`src/rtl/mem_arbiter4.sv`:
```
// Round-robin arbiter sharing one memory port among four requesters.
// Registered grant/sel keep the downstream mux select stable for a whole transaction.
module mem_arbiter4 #(
    parameter int TIMEOUT = 15
) (
    input  logic       clock,
    input  logic       reset_n,
    input  logic [3:0] req,
    input  logic       mem_ready,
    output logic [3:0] grant,
    output logic [1:0] sel,
    output logic       mem_valid,
    output logic [3:0] done,
    output logic       timeout_err,
    output logic       busy
);

    localparam int CNT_W = (TIMEOUT > 0) ? $clog2(TIMEOUT + 1) : 1;
    localparam logic [CNT_W-1:0] CNT_LAST = (TIMEOUT > 0) ? CNT_W'(TIMEOUT - 1) : '0;

    typedef enum logic {IDLE, BUSY} state_t;

    state_t           state, state_n;
    logic [1:0]       ptr, ptr_n, sel_n, pick;
    logic             found;
    logic [CNT_W-1:0] cnt, cnt_n;
    logic [3:0]       eff, grant_n, done_n;
    logic             tmo_n;

    function automatic logic [3:0] onehot(input logic [1:0] idx);
        return 4'b0001 << idx;
    endfunction

    // A requester that just got its done pulse is masked so it cannot be re-granted back to back.
    assign eff = req & ~done;

    always_comb begin
        pick  = ptr;
        found = 1'b0;
        for (int k = 0; k < 4; k++) begin
            if (!found && eff[ptr + 2'(k)]) begin
                pick  = ptr + 2'(k);
                found = 1'b1;
            end
        end
    end

    always_comb begin
        state_n = state;
        ptr_n   = ptr;
        sel_n   = sel;
        cnt_n   = cnt;
        grant_n = grant;
        done_n  = '0;
        tmo_n   = 1'b0;
        case (state)
            IDLE: begin
                grant_n = '0;
                if (found) begin
                    state_n = BUSY;
                    sel_n   = pick;
                    grant_n = onehot(pick);
                    cnt_n   = '0;
                end
            end
            BUSY: begin
                // Completion wins over a timeout landing in the same cycle.
                if (mem_ready) begin
                    state_n = IDLE;
                    done_n  = onehot(sel);
                    grant_n = '0;
                    ptr_n   = sel + 2'd1;
                end else if ((TIMEOUT != 0) && (cnt == CNT_LAST)) begin
                    state_n = IDLE;
                    tmo_n   = 1'b1;
                    grant_n = '0;
                    ptr_n   = sel + 2'd1;
                end else begin
                    cnt_n = cnt + 1'b1;
                end
            end
            default: begin
                state_n = IDLE;
                grant_n = '0;
            end
        endcase
    end

    always_ff @(posedge clock or negedge reset_n) begin
        if (!reset_n) begin
            state       <= IDLE;
            ptr         <= '0;
            cnt         <= '0;
            sel         <= '0;
            grant       <= '0;
            done        <= '0;
            timeout_err <= 1'b0;
        end else begin
            state       <= state_n;
            ptr         <= ptr_n;
            cnt         <= cnt_n;
            sel         <= sel_n;
            grant       <= grant_n;
            done        <= done_n;
            timeout_err <= tmo_n;
        end
    end

    assign busy      = (state == BUSY);
    assign mem_valid = (state == BUSY);

endmodule

```
`config.mk`:
```
export PLATFORM = sky130hd
export DESIGN_NAME = mem_arbiter4
export DESIGN_NICKNAME = d
export VERILOG_FILES = /design/src/rtl/mem_arbiter4.sv
export SDC_FILE = /design/constraint.sdc
export NUM_CORES = 1
export LEC_CHECK = 0
export ABC_AREA = 1
export ABC_CLOCK_PERIOD_IN_PS = 1550
export BUFFER_PORTS_ARGS = -buffer_cell sky130_fd_sc_hd__buf_4
export CAP_MARGIN = 40
export CORE_MARGIN = 1.5
export CORE_UTILIZATION = 50
export CTS_CLUSTER_SIZE = 12
export DETAILED_ROUTE_END_ITERATION = 10
export PLACE_DENSITY = 0.74
export SETUP_SLACK_MARGIN = 0.5
export SLEW_MARGIN = 20
export SYNTH_ARGS = -nofsm -noshare
export SYNTH_HDL_FRONTEND = slang
export SYNTH_SLANG_ARGS = --single-unit
```
`constraint.sdc`:
```
create_clock -name clock -period 1.55 [get_ports clock]
set_input_delay 0.2325 -clock clock [delete_from_list [all_inputs] [get_ports clock]]
set_output_delay 0.2325 -clock clock [all_outputs]
set_load 0.02 [all_outputs]
```
Word-level counts from Yosys, hierarchy flattened
Cells that the tools add are included.
{"block": "totals", "ramBits": 0, "latchBits": 0, "mem_bits_ro": 0, "n_memories": 0, "output_inout_bits": 13, "reg_bits": 18, "inputBits": 7, "elab_cells": 70}
{"block": "op_classes", "muxes": 34, "addsub": 5, "shifts": 2, "div_mod_pow": 0, "n_eq_ne": 5, "multipliers": 0, "bitwise": 3, "order_cmp": 4, "reduce_logical": 10}
{"op": "4-bit two-way mux", "count": 8}
{"op": "4-bit case mux with 2 select lines", "count": 2}
{"op": "1-bit two-way mux", "count": 14}
{"op": "2-bit by 3-bit less-than comparator with 1-bit output, second input constant", "count": 4}
{"op": "2-bit two-way mux", "count": 5}
{"op": "1-bit binary-select mux with 2-bit select", "count": 4}
{"op": "1-bit by 2-bit << shifter with 4-bit output, first input constant", "count": 2}
{"op": "2-bit inequality test, second input constant", "count": 3}
{"op": "2-bit by 1-bit adder with 2-bit output, second input constant", "count": 2}
{"op": "2-bit adder, second input constant", "count": 2}
{"op": "4-bit by 1-bit adder with 4-bit output, second input constant", "count": 1}
{"op": "4-bit AND", "count": 1}
{"op": "4-bit == test, second input constant", "count": 1}
{"op": "4-bit inverter", "count": 1}
{"op": "2-bit AND reduction", "count": 2}
{"op": "1-bit logical AND", "count": 3}
{"op": "1-bit zero test", "count": 3}
{"op": "3-bit by 2-bit inequality test with 1-bit output, second input constant", "count": 1}
{"op": "3-bit AND reduction", "count": 1}
{"op": "1-bit case mux with 2 select lines", "count": 1}
{"op": "2-bit nonzero test", "count": 1}
{"op": "1-bit inverter", "count": 1}

Longest topological paths before layout
Gate-level depths: netlist of the first run.
{"block": "depth", "depth_word": 17, "mapped_depth": 14, "ltp_nobuf": 13}

Least setup slack after synthesis of the first run
No wires, ideal clock.
{"block": "synth_path", "path_kind": "register -> register", "from": "reg ptr[0]", "to": "reg grant[0]", "path_slack_ns": 0.056, "setup_ns": 0.118, "n_path_buf": 1, "required_time_ns": 1.432, "stages_incl_launch_ff": 14, "arrival_ns": 1.376, "period_less_slack_ns": 1.494, "path_cell_list": "dfrtp_1 buf_6 inv_8 nand2_2 nand2_4 nand3_2 nand2_4 nand2_4 nor2_4 nand2_4 nand2_8 nor2_4 nand3_1 nand2_1"}
{"block": "synth_via", "elab_chain_cells": 15, "elab_cells_between_ends": 27, "cone_classes": "add/sub (3); shift (1); mux (17); reduce/logical (6)"}
{"item": "start, declared", "line": "24", "text": "logic [1:0] ptr, ptr_n, sel_n, pick;"}
{"item": "start signal, assigned", "line": "100", "text": "ptr <= ptr_n;"}
{"item": "branches (longest 13 deep; another with 2-bit by 1-bit adder with 2-bit output)"}
{"item": "4-bit two-way mux (*)", "line": "59", "text": "if (found) begin"}
{"item": "4-bit case mux with 2 select lines (*)", "line": "56", "text": "case (state)"}
{"item": "end signal, assigned", "line": "103", "text": "grant <= grant_n;"}
{"item": "end, declared", "line": "10", "text": "output logic [3:0] grant,"}
Mark *: on every way between the ends. The select of a mux whose other input is x is not followed.
A chain may end at the register's enable or synchronous reset.

Final worst setup path of the first run
{"block": "layout_path", "from": "reg ptr[0]", "to": "reg grant[2]"}
The elaborated chain is that of the path after synthesis.

==> out/summary.md, run 1 <==
The die outline width came out at 54.5 um. For this block, the routed nets add up to 3.00 mm of wire. The max-slew violation count was 0; the first-pass iteration count of the detailed router was 4. The largest total area in the synthesized netlist belongs to sky130_fd_sc_hd__dfrtp_1.

Netlist area before placement: 1320 um^2. Of the cells placed in the final design, the portion with a size suffix greater than 1 is 51.0%. Most common cell in the netlist: sky130_fd_sc_hd__nand2_1. The setup slack after layout came out at -0.104 ns.

Depth of the CTS H-tree: 1. In the post-synthesis netlist, the biggest area contributors are sky130_fd_sc_hd__dfrtp_1 (34%), sky130_fd_sc_hd__nand2_1 (12%), sky130_fd_sc_hd__nand3_1 (8.3%), sky130_fd_sc_hd__nand2_4 (6.8%), sky130_fd_sc_hd__nand3_2 (6.0%). Setup repair after global routing could not meet its margin everywhere. For this run, the register share of the synthesized area comes to 34.0%. The most common cell type on the critical path was sky130_fd_sc_hd__nand3_1. The slowest stage of the critical path belongs to the cell sky130_fd_sc_hd__dfrtp_1. The transition time of the tightest slew-check pin was 0.332 ns. The area added between synthesis and finish was 41.5%. The highest attainable clock frequency is 605 MHz, and the hold violation total from the final report is 0. Entering global routing, the biggest net connects 19 pins.

In this run, distinct cell masters in the synthesized netlist total 26. On the worst path, the slowest cell contributes a delay of 0.41 ns. The sequential cells in the finished layout cover a total of 453 um^2. The flop and latch count out of synthesis was 18.

The post-detailed-route DRC marker count was 0. Counting instances in the post-synthesis netlist gives the leading cell types as sky130_fd_sc_hd__nand2_1 (41), sky130_fd_sc_hd__nand3_1 (22), sky130_fd_sc_hd__dfrtp_1 (18). Buffer type at the clock tree root: sky130_fd_sc_hd__clkbuf_4. The number of enable flip-flop cells after synthesis came out at 0. The checks that failed: negative setup slack. Counting buffers and inverters, the worst setup path is 12 cells deep. The congestion estimate from routability-driven global placement came to 0.790.

The tools report the worst path arrival time as 1.85 ns. For this design, the sink count on the clock tree is 18. The tools report the total I/O pin count as 20. The tools report the die area as 2970 um^2. Dividing the detail-routed wire length by the instance count gives 12.9 um. Cells fill 74.9% of the core in the end. Number of antenna violations at the first check in global routing: 0. VDD sags by at most 0.00173 V. In this run the power density over the cells is 2260 nW/um^2.

After legalization and detailed placement, the total HPWL measured 2.10 mm. The run gives 10 as the number of setup violations in the final report. The multi-input combinational cells in the finished layout cover a total of 867 um^2.

The final critical-path required period was 1.65 ns. STA classifies the critical path startpoint as a flip-flop. Counting every instance in the synthesized netlist gives 157. The number of nets in the synthesized netlist is 170. The tool flagged a number of max-cap violations equal to 0.

The data required time of the critical path came out at 1.75 ns. Summed over all failing endpoints, the final setup total negative slack is -0.665 ns. The Yosys step of the flow raised 0 warnings. The first-pass GRT wire length was 4.48 mm; the share of the clock period used by the worst path after layout was 107%.

In the global route stage, overall resource usage came out at 20.8%. In this design, the largest share of critical-path delay is due to simple AND/OR/NAND/NOR gates. The buffer levels on the longest clock path is 2. Of all flip-flops after synthesis, the portion carrying an async set or reset was 100%. The post-route clock skew is 0.00500 ns, and the core box area is 2500 um^2.

TritonCTS built the clock tree. The clock-pin slew on the worst setup and hold paths is 0.10 ns, and the count of routing violations after the opening detailed-route iteration is 25. In the routed layout, each cell is associated on average with a via count of 5.08.

The number of global-route vias before repair is 1054. Together, buffers and inverters on the worst path number 4. Vertical die dimension: 54.5 um.

The average footprint of a synthesized cell was 8.43 um^2; the number of port buffers was 19. Summed over all cells, the static leakage comes to 0.944 nW. The worst hold path passes through 2 cells. Most used flip-flop cell after synthesis: sky130_fd_sc_hd__dfrtp_1. The flow ran to the end, but the final reports show violations. Headroom to the max-slew limit came out at 77.6%.

The total via count in the routed design was 1178. Worst hold path class: primary input to flip-flop. Of all nets on the critical path, the largest fanout is 8. The number of inserted diodes is 0, and the remaining antenna violation count after routing is 0. The floorplan has 18 rows.

The number of cell instances on the worst register-to-register path came out at 12. STA classifies the critical path endpoint as a flip-flop. For the worst-skew pair, the clock arrives at the later sink with an insertion delay of 0.30 ns. The final layout contains 216 nets. The worst setup path is of the flip-flop to flip-flop kind. The signal on the critical path passes through buf_12 -> nand2_2 -> nand2_4 -> buf_4 -> buf_4 -> buf_4 -> nand3_1 -> nand3_1 -> nand3_1 -> nand2_1 -> nand3_1 -> nand2_1. The total overflow left after global routing is 0.

The number of CTS-inserted buffers was 3; the starting density of the core was 53.0%. The area share of the largest cell type after synthesis came out at 34.0%. After filler insertion, the fill cell instance count of the layout stands at 167.
-- what timing repair did --
action	in CTS	in global routing
pin swaps	0	2
hold endpoints to repair	18	0
endpoints found under the setup margin	27	28
setup buffers	10	5
resized for setup	16	21
hold buffers	1	0
-- report_power, final --
part / switching (W) / internal, W
registers: 0.000151 / 0.000627
logic: 0.00182 / 0.00135
clock network: 0.000146 / 0.000143
-- area by class of cell --
| cell class | count | share of cell area [%] |
|---|---|---|
| inverter | 17 | 4.34 |
| clock buffer | 4 | 1.94 |
| multi-input combinational | 119 | 46.3 |
| sequential | 18 | 24.2 |
| tap | 30 | 2.00 |
| timing repair buffer | 44 | 21.2 |
-- worst paths after layout --
| check | slack, ns | start | to |
|---|---|---|---|
| worst max-delay path | -0.10 | ptr[0] | grant[2] |
| worst min-delay path | 0.11 | mem_ready | timeout_err |
| worst max register to register | -0.10 | ptr[0] | grant[2] |
| worst min register to register | 0.52 | grant[2] | grant[2] |
| max in group asynchronous | 1.02 | reset_n | ptr[1] |
| min in group asynchronous | 0.32 | reset_n | busy |
-- worst register-to-register path, stage by stage, from the launching register on --
cell	delay, ns
sky130_fd_sc_hd__dfrtp_1	0.41
sky130_fd_sc_hd__buf_12	0.16
sky130_fd_sc_hd__nand2_2	0.08
sky130_fd_sc_hd__nand2_4	0.08
sky130_fd_sc_hd__buf_4	0.14
sky130_fd_sc_hd__buf_4	0.12
sky130_fd_sc_hd__buf_4	0.13
sky130_fd_sc_hd__nand3_1	0.07
sky130_fd_sc_hd__nand3_1	0.07
sky130_fd_sc_hd__nand3_1	0.07
sky130_fd_sc_hd__nand2_1	0.10
sky130_fd_sc_hd__nand3_1	0.09
sky130_fd_sc_hd__nand2_1	0.05
-- placed cells by master (no fill, tap or decap), types with 3 or more instances in the layout --
master / Yosys / layout
sky130_fd_sc_hd__nand2_1: 41 / 32
sky130_fd_sc_hd__buf_4: 1 / 28
sky130_fd_sc_hd__nand3_1: 22 / 16
sky130_fd_sc_hd__dfrtp_1: 18 / 16
sky130_fd_sc_hd__buf_6: 2 / 14
sky130_fd_sc_hd__nand2_2: 8 / 13
sky130_fd_sc_hd__nand2_4: 8 / 12
sky130_fd_sc_hd__inv_1: 14 / 11
sky130_fd_sc_hd__nand3_2: 8 / 11
sky130_fd_sc_hd__nor2_1: 7 / 7
sky130_fd_sc_hd__ha_1: 6 / 6
sky130_fd_sc_hd__nand3_4: 2 / 5
sky130_fd_sc_hd__inv_2: 1 / 4
sky130_fd_sc_hd__o21ai_0: 4 / 4
sky130_fd_sc_hd__nor2_4: 2 / 3
sky130_fd_sc_hd__clkbuf_4: 0 / 3
-- flip-flops by register name (all words and copies together) (netlist names) --
register     cells
cnt              4
done             4
sel              2
grant            4
timeout_err      1
busy             1
ptr              2
-- metal layers --
metal	routed length, um	track usage [%]	vias to the layer above
met5	0	0	-
met3	35	0.820	5
met2	1700	36.5	10
met4	42	7.50	0
li1	-	-	597
met1	1220	27.0	566
-- cell families (layout without fill, tap and decap cells) --
| kind of cell | after synthesis | in the layout | share of synthesized area (%) |
|---|---|---|---|
| simple gates | 103 | 103 | 47.4 |
| fa+ha+maj | 6 | 6 | 5.67 |
| xor+xnor | 2 | 2 | 1.32 |
| buf+inv | 20 | 65 | 8.03 |
| compound gates | 8 | 8 | 3.59 |
| flops | 18 | 18 | 34.0 |
-- metrics by stage --
stage	std cells	power [W]	hold WS, ns	setup WS [ns]	cell area, um^2
after floorplan	157	0.00261	-0.0631	0.0585	1340
after global placement	212	0.00319	0.108	-0.0659	1570
after detailed placement	212	0.00326	0.110	-0.0933	1570
after CTS	227	0.00388	0.0988	-0.0751	1750
after global routing	232	0.00454	0.109	-0.190	1870
final	232	0.00424	0.109	-0.104	1870
Note: power is estimated with default switching activity, not from simulation.
==> inputs of run 2 (changes only) <==
--- a/config.mk
+++ b/config.mk
@@ -5,15 +5,15 @@
 export SDC_FILE = /design/constraint.sdc
 export NUM_CORES = 1
 export LEC_CHECK = 0
-export ABC_AREA = 1
+export ABC_AREA = 0
 export ABC_CLOCK_PERIOD_IN_PS = 1550
 export BUFFER_PORTS_ARGS = -buffer_cell sky130_fd_sc_hd__buf_4
 export CAP_MARGIN = 40
 export CORE_MARGIN = 1.5
-export CORE_UTILIZATION = 50
+export CORE_UTILIZATION = 47
 export CTS_CLUSTER_SIZE = 12
 export DETAILED_ROUTE_END_ITERATION = 10
-export PLACE_DENSITY = 0.74
+export PLACE_DENSITY = 0.73
 export SETUP_SLACK_MARGIN = 0.5
 export SLEW_MARGIN = 20
 export SYNTH_ARGS = -nofsm -noshare
==> run 2 against run 1 <==
  * The run now ends clean
  * Die area fell by 20%
  * First-iteration DRC count fell by 52%
  * Via count fell by 23%
  * Clock power fell by 19%
  * Sequential power rose by 8.6%
  * Critical path type unchanged
  * Highest routed layer unchanged
==> out/summary.md, run 2 <==
The tools report the setup slack after layout as 0.125 ns (+0.229 ns). Among all flip-flop cells after synthesis, the most frequent one is sky130_fd_sc_hd__dfrtp_1. Compared with the post-synthesis result, the final layout area differs by 66.2%. Most common cell after layout, fill and taps aside: sky130_fd_sc_hd__buf_4.

The buffer levels on the longest clock path was 2 (unchanged); the worst relative slew slack was 76.9% (-0.72 points). Setup repair after global routing could not meet its margin everywhere. The fraction of registers with async set/reset is 100% (unchanged), and the delay contributed by the slowest stage of the critical path is 0.47 ns (+0.06 ns). The area share of the largest cell type after synthesis works out to 45.6% (+12 points).

The global router's overall resource usage was 22.8% (+2.0 points). Vertical die dimension: 48.8 um (-10%). The number of port buffers was 19 (unchanged); the final critical-path required period was 1.43 ns (-0.229 ns).

The tools report the number of setup violations in the final report as 0 (-10). The worst path arrival time was 1.59 ns (-0.26 ns). The worst setup path is launched from a flip-flop.

The highest attainable clock frequency was 702 MHz (+16%). TritonCTS built the clock tree. The count of nets after finishing was 156 (-28%). The number of nets in the synthesized netlist is 102 (-40%), and the average footprint of a synthesized cell is 11.1 um^2 (+32%).

The remaining antenna violation count after routing is 0 (unchanged), and the number of global-route vias before repair is 880 (-17%). The tools report the depth of the CTS H-tree as 1 (unchanged). The critical setup path kind was flip-flop to flip-flop. The most common cell in the netlist was sky130_fd_sc_hd__dfrtp_1.

The logs give 89 (-43%) for the cell count after synthesis and 50.3% (-2.6 points) for the starting density of the core. The max-slew violation count is 0 (unchanged), and the die area is 2380 um^2 (-20%). The share of the clock period used by the worst path after layout came out at 91.9% (-15 points). The flow ran to the end, and the final reports show no timing, DRC or antenna violations. The instance area at placement was 1210 um^2 (-23%); the final routed wirelength across all metal layers was 2.67 mm (-11%). The count of routing violations after the opening detailed-route iteration was 12 (-52%); the largest net degree at the start of global routing was 19 (unchanged). The library cell with the largest summed area after synthesis was sky130_fd_sc_hd__dfrtp_1. The areal power density over the cells came out at 1790 nW/um^2 (-21%). By area the synthesized netlist is led by sky130_fd_sc_hd__dfrtp_1 (46%), sky130_fd_sc_hd__ha_1 (7.6%), sky130_fd_sc_hd__nand2b_4 (4.2%), sky130_fd_sc_hd__and3_1 (3.2%), sky130_fd_sc_hd__a41oi_4 (2.8%).

For the worst-case vdd ir drop, the log shows 0.00136 V (-22%). The signal on the critical path passes through buf_6 -> a311o_1 -> o21ai_2 -> buf_4 -> mux2i_1. The flop and latch count out of synthesis was 18 (unchanged).

The post-detailed-route DRC marker count came out at 0 (unchanged). The total half-perimeter wirelength after legalization and detailed placement came out at 1.45 mm (-31%). The netlist area before placement was 987 um^2 (-25%). The number of inserted diodes came out at 0 (unchanged). The post-route clock skew came out at 0.00706 ns (+0.00206 ns).

The run gives 0.132 ns (+0.225 ns) as the worst setup timing slack at the placement stage. The buffer type at the clock tree root is sky130_fd_sc_hd__clkbuf_4. Maximum fanout along the worst path: 4 (-4).

In the layout the commonest cells are sky130_fd_sc_hd__buf_4 (32), sky130_fd_sc_hd__buf_6 (18), sky130_fd_sc_hd__dfrtp_1 (11). The total via count in the routed design came out at 908 (-23%). The tools report the hold violation total from the final report as 0 (unchanged). The die outline width was 48.8 um (-10%). The via count normalized by instance count was 5.37 (+5.8%). The clock network latency to the later pin of the worst-skew pair came out at 0.29 ns (about the same).

The run gives 45.6% (+12 points) as the sequential area share after synthesis. The sum of overflow across all layers after global routing was 0 (unchanged); the weighted congestion reported at the end of routability-driven placement was 0.751 (-5.0%). Number of antenna violations at the first check in global routing: 0 (unchanged). For the number of CTS-inserted buffers, the log shows 3 (unchanged). The average routed wire per standard cell was 15.8 um (+22%); the number of maximum-capacitance constraint violations was 0 (unchanged). In this run the worst hold path is classified as primary input to flip-flop. The worst-path cell with the longest stage delay is sky130_fd_sc_hd__dfrtp_2.

The final total negative setup slack is 0 ns (+0.665 ns), and the distinct cell type count after synthesis is 35 (+35%). The share of final-layout standard cells stronger than drive strength 1 was 65.5% (+15 points); the total I/O pin count was 20 (unchanged). The transition time of the tightest slew-check pin is 0.347 ns (+0.0143 ns), and the clock-pin slew on the worst setup and hold paths is 0.10 ns (about the same). The commonest cells after synthesis are sky130_fd_sc_hd__dfrtp_1 (18), sky130_fd_sc_hd__ha_1 (6), sky130_fd_sc_hd__nand2_1 (6).

The number of enable flip-flop cells after synthesis was 0 (unchanged). The largest registers in the layout are cnt: 4 flops, done: 4 flops, grant: 4 flops. For the cell area after layout, the log shows 1640 um^2 (-12%). The critical path capture point type was a flip-flop.

For the number of standard cells in the final layout excluding fillers, the log shows 169 (-27%). The data required time of the critical path was 1.71 ns (-0.04 ns); the number of sinks handled by clock tree synthesis was 18 (unchanged). The cell row count was 16 (-2).

The reported leakage power was 0.747 nW (-21%); the first-pass GRT wire length was 4.15 mm (-7.3%). The tools report the number of warning messages in the yosys log as 0 (unchanged). For the number of placed instances, taps included, the log shows 133 (-37%). The core box area was 1960 um^2 (-22%); the first-pass iteration count of the detailed router was 4 (unchanged).
==> run 2: changes by cell type after synthesis, moves of 8 or more <==
cell / change
sky130_fd_sc_hd__nand2_2: -8
sky130_fd_sc_hd__nand3_1: -18
sky130_fd_sc_hd__inv_1: -10
sky130_fd_sc_hd__nand3_2: -8
sky130_fd_sc_hd__nand2_4: -8
sky130_fd_sc_hd__nand2_1: -35
==> run 2: kinds of logic after synthesis <==
family | synth area share [%]
AND/OR/NAND/NOR | 20.7
multiplexers | 2.15
adder cells (fa/ha/maj) | 7.60
XOR/XNOR | 1.77
buffers and inverters | 2.79
AO/OA/AOI/OAI | 19.4
flip-flops | 45.6
==> run 2: critical path, delay by kind of cell (launching register included) <==
family                 cells  cell delay (ns)
DFF                        1             0.47
AOI/OAI and AO/OA          2             0.47
buffers and inverters      2             0.29
muxes                      1             0.07
==> run 2: through the flow <==
| stage | total power [W] | utilization, % | hold WS [ns] |
|---|---|---|---|
| after floorplan | 0.00156 | - | -0.0631 |
| after global placement | 0.00185 | 61.7 | 0.110 |
| after detailed placement | 0.00187 | 61.7 | 0.112 |
| after CTS | 0.00261 | 77.2 | 0.258 |
| after global routing | 0.00310 | 83.6 | 0.267 |
| final | 0.00293 | 83.6 | 0.268 |
==> run 2: worst paths after layout <==
path                       slack [ns]      end  depth (start not counted)      start
setup / recovery                 0.12   sel[0]                          5     ptr[0]
hold / removal                   0.27  done[3]                          2  mem_ready
setup reg to reg                 0.12   sel[0]                          5     ptr[0]
hold reg to reg                  0.61   cnt[3]                          2     cnt[3]
max in group asynchronous        0.98   sel[0]                          2    reset_n
min in group asynchronous        0.35  done[0]                          2    reset_n
==> run 2: layout make-up <==
| type | instances | area [um^2] |
|---|---|---|
| Multi-Input combinational cell | 65 | 653 |
| Sequential cell | 18 | 459 |
| Timing Repair Buffer | 51 | 453 |
| Fill cell | 94 | 322 |
| Tap cell | 27 | 33.8 |
| Clock buffer | 4 | 26.3 |
| Inverter | 4 | 15.0 |
==> run 2: layer usage <==
layer / wire [um] / global-route usage [%]
met5: 0 / 0
met4: 25 / 7.14
met3: 58 / 3.07
met2: 1470 / 42.5
met1: 1110 / 27.0
==> run 2: where the power goes <==
part | switching (W) | internal, W | total, W
sequential | 0.000209 | 0.000635 | 0.000845
clock | 0.000134 | 0.000100 | 0.000234
combinational | 0.000822 | 0.00103 | 0.00186
total | 0.00117 | 0.00177 | 0.00293
==> run 2: timing repair <==
action                                 CTS  global route
endpoints found under the hold margin   18             0
gates resized for setup                 28            10
hold buffers                             1             0
setup endpoints to repair               25            30
pin swaps                                6             7
setup buffers                           20            11
==> inputs of run 3 (changes only) <==
--- a/config.mk
+++ b/config.mk
@@ -7,13 +7,13 @@
 export LEC_CHECK = 0
 export ABC_AREA = 0
 export ABC_CLOCK_PERIOD_IN_PS = 1550
-export BUFFER_PORTS_ARGS = -buffer_cell sky130_fd_sc_hd__buf_4
 export CAP_MARGIN = 40
 export CORE_MARGIN = 1.5
-export CORE_UTILIZATION = 47
+export CORE_UTILIZATION = 54
 export CTS_CLUSTER_SIZE = 12
 export DETAILED_ROUTE_END_ITERATION = 10
-export PLACE_DENSITY = 0.73
+export DONT_BUFFER_PORTS = 1
+export PLACE_DENSITY = 0.72
 export SETUP_SLACK_MARGIN = 0.5
 export SLEW_MARGIN = 20
 export SYNTH_ARGS = -nofsm -noshare
==> run 3 against run 2 <==
  * Design area fell by 15%
  * Global-route usage fell by 0.42 points
  * Clock-buffer cell count did not move
  * Combinational power fell by 29%
  * Routed wire length fell by 11%
  * Critical path depth fell by 1
  * Sequential power rose by 15%
  * Via count fell by 12%
  * Critical endpoint is now grant[1]
==> out/summary.md, run 3 (synthesis results as in run 2) <==
The run finished with clean final reports. The number of CTS-inserted buffers was 3 (unchanged). The run gives 2 (unchanged) as the buffer levels on the longest clock path. The worst slack on hold paths is 0.0831 ns (-0.185 ns), and the transition time of the tightest slew-check pin is 0.338 ns (-0.00819 ns). Leaving out fill and tap cells, the most frequent cell in the layout is sky130_fd_sc_hd__dfrtp_1. The number of port buffers came out at 0 (-19). The tools report the post-detailed-route DRC marker count as 0 (unchanged). The tools report the cell row count as 15 (-1). The global router's overall resource usage is 22.4% (-0.42 points). The run gives 77.4% (+0.55 points) as the worst relative slew slack. The share of final-layout standard cells stronger than drive strength 1 came out at 58.6% (-6.9 points). The tools report the critical path capture point as grant[1]. The tools report the source of the critical timing path as done[0]. The tools report the fill cell total of the finished layout as 94 (unchanged). The logs give 0.580 nW (-22%) for the reported leakage power and 0 (unchanged) for the hold violation total from the final report. Clock network latency to the later pin of the worst-skew pair: 0.30 ns (about the same). The path class of the tightest hold or removal check is primary input to flip-flop.

In the final layout, the registers with the most flip-flops are cnt: 4 flops, done: 4 flops, grant: 4 flops. The average routed wire per standard cell works out to 17.5 um (+11%). The number of global-route vias before repair is 727 (-17%), and the areal power density over the cells is 1820 nW/um^2 (+1.7%). In the layout the commonest cells are sky130_fd_sc_hd__dfrtp_1 (10), sky130_fd_sc_hd__buf_4 (9), sky130_fd_sc_hd__dfrtp_2 (8), sky130_fd_sc_hd__buf_6 (8), sky130_fd_sc_hd__nand2_1 (6). The met1 usage in global routing came out at 29.9% (+3.0 points). The tools report the number of antenna violations at the first check in global routing as 0 (unchanged). For the max-slew violation count, the log shows 0 (unchanged). The final total negative setup slack was 0 ns (unchanged). The highest attainable clock frequency is 694 MHz (-1.1%), and the via count normalized by instance count is 5.86 (+9.1%). The layer flagged by global routing as most heavily used is met2. The number of standard cells in the final layout excluding fillers is 136 (-20%). The vertical die dimension is 45.8 um (-6.3%). The clock-pin slew on the worst setup and hold paths came out at 0.11 ns (about the same).

The tree is rooted in a sky130_fd_sc_hd__clkbuf_4. The maximum fanout along the worst path works out to 4 (unchanged). The sum of overflow across all layers after global routing is 0 (unchanged).

The met2 capacity usage during global routing was 35.8% (-6.7 points); the final critical-path required period was 1.44 ns (+0.0166 ns). STA classifies the critical path startpoint as a flip-flop. The data required time of the critical path was 1.74 ns (+0.03 ns); the depth of the worst hold-timing path was 1 (-1). The area added between synthesis and finish is 41.6%, and the worst path arrival time is 1.63 ns (+0.04 ns). For the total via count in the routed design, the log shows 797 (-12%). The number of placed instances, taps included is 116 (-13%), and the total half-perimeter wirelength after legalization and detailed placement is 1.36 mm (-5.7%).

The startpoint identified for the worst register-to-register timing path is done[0]. The number of cell instances on the worst register-to-register path is 4 (-1), and the met3 usage is 5.56% (+2.5 points). The depth of the CTS H-tree is 1 (unchanged). The number of inserted diodes was 0 (unchanged); the die outline width was 45.8 um (-6.3%). STA classifies the critical path endpoint as a flip-flop. The run gives 18 (unchanged) as the number of sinks handled by clock tree synthesis. The run gives 0 (unchanged) as the number of maximum-capacitance constraint violations.

Setup repair after global routing could not meet its margin everywhere. Weighted congestion reported at the end of routability-driven placement: 0.899 (+20%). The total I/O pin count came out at 20 (unchanged). The worst-case vdd ir drop came out at 0.00137 V (+0.58%).

The count of nets after finishing is 125 (-20%). In this run the critical register-to-register path is captured at grant[1]. The logs give 57.2% (+6.9 points) for the starting density of the core and 2090 um^2 (-12%) for the die area.

TritonCTS built the clock tree. The setup slack after layout is 0.108 ns (-0.0166 ns). The largest net degree at the start of global routing was 19 (unchanged); the worst reg-to-reg setup slack was 0.11 ns (-0.02 ns).

Final routed wirelength across all metal layers: 2.38 mm (-11%). The logs give 0.0105 ns (+0.00342 ns) for the post-route clock skew and 1730 um^2 (-12%) for the core box area. The logs give 9 (-3) for the count of routing violations after the opening detailed-route iteration and 0.126 ns (-0.00600 ns) for the worst setup timing slack at the placement stage.

First-pass iteration count of the detailed router: 4 (unchanged). For the number of setup violations in the final report, the log shows 0 (unchanged). The share of the clock period used by the worst path after layout was 93.0% (+1.1 points); the first-pass GRT wire length was 3.28 mm (-21%). The critical path in this run is classified as flip-flop to flip-flop.

The remaining antenna violation count after routing is 0 (unchanged).
run 3: changes by cell type in the layout (fill, tap and decap cells not counted), sizes merged:
| cell | before | now |
|---|---|---|
| buf | 50 | 19 |
run 3: final cells by class:
class                           count  area (um^2)  area share (%)
Multi-Input combinational cell     65          659            47.2
Sequential cell                    18          460            32.9
Timing Repair Buffer               20          203            14.5
Tap cell                           25         31.3            2.24
Clock buffer                        4         26.3            1.88
Inverter                            4         17.5            1.25
run 3: worst min-delay path by stage:
stage | start | to
final | mem_ready | done[3]
after global routing | mem_ready | done[1]
after CTS | mem_ready | done[3]
after detailed placement | reset_n | done[0]
after global placement | reset_n | done[0]
after floorplan | reset_n | busy
run 3: worst max-delay path: stages (launching register included):
cell and delay [ns]:
sky130_fd_sc_hd__dfrtp_2 0.49, sky130_fd_sc_hd__nand2b_4 0.18, sky130_fd_sc_hd__a311o_1 0.34, sky130_fd_sc_hd__o21a_2 0.14, sky130_fd_sc_hd__a22o_1 0.17
run 3: per-stage QoR:
step	util [%]	total power, W	area [um^2]
floorplan	-	0.00156	1050
global placement	63.5	0.00169	1100
detailed placement	63.5	0.00171	1100
CTS	73.8	0.00228	1270
global route	80.9	0.00268	1400
finish	80.9	0.00254	1400
run 3: per-layer routing:
metal,routed length (um),up-vias
li1,-,372
met4,60,0
met3,114,10
met5,0,-
met1,975,390
met2,1230,25
run 3: where the power goes:
group / leakage (nW) / internal, W / switching [W] / total, W
clock: 0.0150 / 0.000100 / 0.000149 / 0.000249
sequential: 0.225 / 0.000637 / 0.000333 / 0.000970
combinational: 0.339 / 0.000713 / 0.000611 / 0.00132
total: 0.580 / 0.00145 / 0.00109 / 0.00254
run 3: repair_timing:
action                                  4_1_cts  5_1_grt
gates resized for setup                      17       14
endpoints found under the setup margin       21       22
buffers inserted                              9        5
pin swaps                                     7        5
endpoints found under the hold margin        18        0
hold buffers                                  1        0
